### src/rtl/sersub_pkg.sv
// Shared definitions for the bit-serial subtractor: FSM state encoding and
// the bit-counter width helper.
package sersub_pkg;

   typedef enum logic [1:0] {
      IDLE = 2'd0,
      RUN  = 2'd1,
      DONE = 2'd2
   } state_t;

   // Counter must hold 0..WIDTH-1; a one-bit counter still needs one bit.
   function automatic int cnt_width(input int width);
      int w;
      w = $clog2(width);
      return (w < 1) ? 1 : w;
   endfunction

endpackage

### src/rtl/full_subtractor_cell.sv
// Single-bit full subtractor: d = x - y - bin, bout set when the step borrows.
module full_subtractor_cell (
   input  logic x,
   input  logic y,
   input  logic bin,
   output logic d,
   output logic bout
);

   assign d    = x ^ y ^ bin;
   assign bout = (~x & y) | (~(x ^ y) & bin);

endmodule

### src/rtl/serial_subtractor.sv
// Bit-serial LSB-first subtractor: diff = a - b - borrow_in over WIDTH clocks.
// Start/busy/done handshake; a start seen in DONE is accepted back-to-back.
// Optional macro SERSUB_OVERFLOW_EN adds the signed-overflow output.
module serial_subtractor
   import sersub_pkg::*;
#(
   parameter int WIDTH = 8
) (
   input  logic             clock,
   input  logic             reset,
   input  logic             start,
   input  logic [WIDTH-1:0] a_in,
   input  logic [WIDTH-1:0] b_in,
   input  logic             borrow_in,
   output logic             busy,
   output logic             done,
   output logic [WIDTH-1:0] diff,
   output logic             borrow
`ifdef SERSUB_OVERFLOW_EN
   ,
   output logic             overflow
`endif
);

   localparam int                CNT_W    = cnt_width(WIDTH);
   localparam logic [CNT_W-1:0] LAST_CNT = CNT_W'(WIDTH - 1);

   state_t             state_q, state_d;
   logic [CNT_W-1:0]   cnt_q, cnt_d;
   logic [WIDTH-1:0]   a_sr_q, a_sr_d;
   logic [WIDTH-1:0]   b_sr_q, b_sr_d;
   logic [WIDTH-1:0]   res_sr_q, res_sr_d;
   logic               bflop_q, bflop_d;
   logic [WIDTH-1:0]   diff_q, diff_d;
   logic               borrow_q, borrow_d;
`ifdef SERSUB_OVERFLOW_EN
   logic               a_msb_q, a_msb_d;
   logic               b_msb_q, b_msb_d;
   logic               ovf_q, ovf_d;
`endif

   logic               cell_d;
   logic               cell_bout;
   logic [WIDTH-1:0]   res_shifted;

   full_subtractor_cell u_cell (
      .x    (a_sr_q[0]),
      .y    (b_sr_q[0]),
      .bin  (bflop_q),
      .d    (cell_d),
      .bout (cell_bout)
   );

   // New difference bit enters at the MSB so the word is aligned after WIDTH steps.
   assign res_shifted = (res_sr_q >> 1) | (WIDTH'(cell_d) << (WIDTH - 1));

   // Next-state, datapath load/shift and result capture on entry to DONE.
   always_comb begin
      state_d  = state_q;
      cnt_d    = cnt_q;
      a_sr_d   = a_sr_q;
      b_sr_d   = b_sr_q;
      res_sr_d = res_sr_q;
      bflop_d  = bflop_q;
      diff_d   = diff_q;
      borrow_d = borrow_q;
`ifdef SERSUB_OVERFLOW_EN
      a_msb_d  = a_msb_q;
      b_msb_d  = b_msb_q;
      ovf_d    = ovf_q;
`endif
      case (state_q)
         IDLE, DONE: begin
            if (start) begin
               state_d = RUN;
               cnt_d   = '0;
               a_sr_d  = a_in;
               b_sr_d  = b_in;
               bflop_d = borrow_in;
`ifdef SERSUB_OVERFLOW_EN
               a_msb_d = a_in[WIDTH-1];
               b_msb_d = b_in[WIDTH-1];
`endif
            end else begin
               state_d = IDLE;
            end
         end
         RUN: begin
            a_sr_d   = a_sr_q >> 1;
            b_sr_d   = b_sr_q >> 1;
            res_sr_d = res_shifted;
            bflop_d  = cell_bout;
            cnt_d    = cnt_q + CNT_W'(1);
            if (cnt_q == LAST_CNT) begin
               state_d  = DONE;
               diff_d   = res_shifted;
               borrow_d = cell_bout;
`ifdef SERSUB_OVERFLOW_EN
               // cell_d is the MSB of the result on the final step.
               ovf_d    = (a_msb_q != b_msb_q) && (cell_d != a_msb_q);
`endif
            end
         end
         default: state_d = IDLE;
      endcase
   end

   // State and datapath registers; reset aborts any operation in flight.
   always_ff @(posedge clock or negedge reset) begin
      if (!reset) begin
         state_q  <= IDLE;
         cnt_q    <= '0;
         a_sr_q   <= '0;
         b_sr_q   <= '0;
         res_sr_q <= '0;
         bflop_q  <= 1'b0;
         diff_q   <= '0;
         borrow_q <= 1'b0;
`ifdef SERSUB_OVERFLOW_EN
         a_msb_q  <= 1'b0;
         b_msb_q  <= 1'b0;
         ovf_q    <= 1'b0;
`endif
      end else begin
         state_q  <= state_d;
         cnt_q    <= cnt_d;
         a_sr_q   <= a_sr_d;
         b_sr_q   <= b_sr_d;
         res_sr_q <= res_sr_d;
         bflop_q  <= bflop_d;
         diff_q   <= diff_d;
         borrow_q <= borrow_d;
`ifdef SERSUB_OVERFLOW_EN
         a_msb_q  <= a_msb_d;
         b_msb_q  <= b_msb_d;
         ovf_q    <= ovf_d;
`endif
      end
   end

   assign busy   = (state_q == RUN);
   assign done   = (state_q == DONE);
   assign diff   = diff_q;
   assign borrow = borrow_q;
`ifdef SERSUB_OVERFLOW_EN
   assign overflow = ovf_q;
`endif

endmodule

### config.mk
export PLATFORM = sky130hd
export DESIGN_NAME = serial_subtractor
export DESIGN_NICKNAME = d
export VERILOG_FILES = /design/src/rtl/sersub_pkg.sv /design/src/rtl/full_subtractor_cell.sv /design/src/rtl/serial_subtractor.sv
export SDC_FILE = /design/constraint.sdc
export NUM_CORES = 1
export LEC_CHECK = 0
export ABC_AREA = 1
export BUFFER_PORTS_ARGS = -buffer_cell sky130_fd_sc_hd__buf_4
export CORE_ASPECT_RATIO = 0.75
export CORE_MARGIN = 8
export CORE_UTILIZATION = 59
export CTS_CLUSTER_DIAMETER = 100
export DETAILED_ROUTE_END_ITERATION = 10
export PLACE_DENSITY = 0.87
export SLEW_MARGIN = 5
export SYNTH_ARGS = -nofsm -noshare
export SYNTH_HDL_FRONTEND = slang
export SYNTH_SLANG_ARGS = --single-unit
export TNS_END_PERCENT = 10
### constraint.sdc
create_clock -name clock -period 2 [get_ports clock]
set_input_delay 0.2 -clock clock [delete_from_list [all_inputs] [get_ports clock]]
set_output_delay 0.2 -clock clock [all_outputs]
set_load 0.01 [all_outputs]
==> results.txt <==
Multi-input gate area: 634 um^2
# setup viols final: 0
worst min path class: in2reg
number of vias per cell: 5.01
final cell count without fillers: 289
first-pass GRT wire length: 6440 um
status: finished, final reports clean
Overflow after GRT: 0
CTS hold repair buffers: 1
R2R Path Start: state_q[1]
Reg area: 951 um^2
final cycle utilization of the critical path: 0.740
Yosys top cell by area: dfrtp_1
clock-pin slew on the worst setup and hold paths: 0.07 ns
post-DR wirelength/cell: 13.3 um
clock sinks: 38
Synth Cell Area: 0.00183 mm^2
clk root buf: clkbuf_8
FF-to-FF End: a_sr_q[2]
Seq/Total Area, Yosys: 0.520
vias after detailed routing: 1,447
CP Capture Type: register
I/O Buffers: 30
clk buf depth: 2
DIE WIDTH: 80.3 um
Post-Route WL: 3840 um
die area: 0.00516 mm^2
R2R depth: 6
Worst EP arrival: 1.66 ns
Die H: 64.2 um
Final nets: 275
vias in the first global route: 1,399
clk_lat worst skew: 0.29 ns
antenna-violating nets left: 0
average cell area after synthesis: 8.28 um^2
Min-Delay Endpoint: b_sr_q[7]
Post-Route Setup TNS: 0 ns
Placed Instances: 282
flops & latches, synth: 38
I/O pin cnt: 31
gr usage total: 0.160
Post-synth EDFFs: 0
f_max: 676 MHz
Post-Route Skew: 0.00518 ns
Worst Tran Pin Value: 0.460 ns
FP Rows: 17
LEAKAGE: 1.22 nW
Post-Synthesis Net Count: 244
Core Area: 0.00296 mm^2
dominant cells by area after synthesis: dfrtp_1 52%, nand2_1 15%, inv_1 8.4%
Post-synth top cells: 72 x nand2_1, 41 x inv_1, 38 x dfrtp_1
Reg2Reg Setup Slack: 0.52 ns
Unique masters post-synth: 19
fin. max-slew vios: 0
top_reg_cell synth: dfrtp_1
final core utilization: 0.722
Worst EP required: 2.18 ns
initial antenna violation count: 0
critical path startpoint category: register
CTS tree: yes
setup ws final: 0.520 ns
final hold violation count: 0
Async SR Flop Fraction: 1.00
largest net degree at the start of global routing: 39
initial DRC count: 112
Hold Path Origin: b_in[7]
Ant. Diodes: 0
Fillers: 222
post-CTS sizing: 0
maximum VDD drop: 1.08 mV
worst hold path depth: 3
GPL Wtd Cong: 0.749
Yosys top cell area share: 0.520
post-layout power: 3.48 mW
Post-Place Setup Slack: 0.554 ns
Pre-antenna DRT Iters: 4
Post-CTS Repair Setup Buffers: 0
DRC: 0
worst-path fanout max: 18
Setup CP Type: reg2reg
area delta synth->final: 16.8%
Post-DP HPWL: 2500 um
Power Dens Cells: 1630 mW/mm^2
post-synthesis cell count: 221
MaxCap Viol Count: 0
layout cells sized above 1: 0.215
Max-slew headroom: 0.693
RSZ-0062 raised after global routing: no
starting density of the core: 0.619
H-tree depth: 2
YS warnings: 0
most common cell in the netlist: nand2_1
Tmin final: 1.48 ns
number of CTS-inserted buffers: 5
## layout make-up
cell class	count	share of cell area
repair buffers	33	0.117
well taps	38	0.0223
flip-flops and latches	38	0.445
inverters	44	0.0797
clock buffers	6	0.0387
multi-input cells	130	0.297
## layer usage
layer / track usage / vias up / part of all wire / routed length (um)
met1: 0.204 / 656 / 0.45 / 1740
met4: 0.122 / 0 / 0.038 / 145
met3: 0.0419 / 15 / 0.048 / 186
met5: 0 / - / 0 / 0
li1: - / 726 / - / -
met2: 0.226 / 50 / 0.46 / 1760
## where the power goes
group	switching (mW)	leakage (nW)	internal, mW
combinational	1.01	0.708	0.606
sequential	0.207	0.471	1.14
clock	0.255	0.0431	0.266
total	1.47	1.22	2.01
## critical path, cell delays in order, from the launching register on
cell and delay, ns:
dfrtp_1 0.41, inv_2 0.24, nand2_2 0.10, nand2_2 0.29, inv_4 0.16, nand2_1 0.11
nand2_1 0.06
## cells by family after synthesis
group                      count (synthesis)  synth area share
AOI/OAI and AO/OA                         19            0.0684
adders and majority gates                  3            0.0246
buffers and inverters                     53             0.133
DFF                                       38             0.520
and+or+nand+nor                          108             0.254
## how the worst max path moves through the flow
| stage | startpoint | to | slack, ns |
|---|---|---|---|
| after CTS | state_q[1] | a_sr_q[2] | 0.53 |
| after floorplan | cnt_q[0] | diff[7] | 0.78 |
| after detailed placement | state_q[1] | a_sr_q[6] | 0.55 |
| after global placement | state_q[1] | a_sr_q[4] | 0.62 |
| final | state_q[1] | a_sr_q[2] | 0.52 |
| after global routing | state_q[1] | bflop_q | 0.42 |
## layout by cell type (no fill, tap or decap)
master         Yosys  final
dlygate4sd3_1      0      1
nor2_1             2      2
ha_1               2      2
buf_4              2     32
o21ai_2            8      8
nand2_4            1      1
nand3_1           29     29
nor2_4             1      1
inv_2              1      1
nand2_1           72     72
inv_1             41     41
nand2_2            3      3
a21oi_1            1      1
inv_4              2      2
clkbuf_8           0      6
o21ai_0           10     10
dfrtp_1           38     38
fa_1               1      1
## per-stage QoR
| stage | hold WS [ns] | instance area, um^2 |
|---|---|---|
| global placement | 0.187 | 2040 |
| global route | 0.151 | 2140 |
| finish | 0.135 | 2140 |
| floorplan | -0.0956 | 1830 |
| CTS | 0.125 | 2140 |
| detailed placement | 0.188 | 2040 |
## registers in the layout, indices dropped and copies added (netlist names)
| name | cells |
|---|---|
| a_sr_q | 8 |
| b_sr_q | 8 |
| diff | 8 |
| res_sr_q | 7 |
| cnt_q | 3 |
| state_q | 2 |
| bflop_q | 1 |
| borrow | 1 |
No activity file was read; power rests on OpenSTA's default activity.
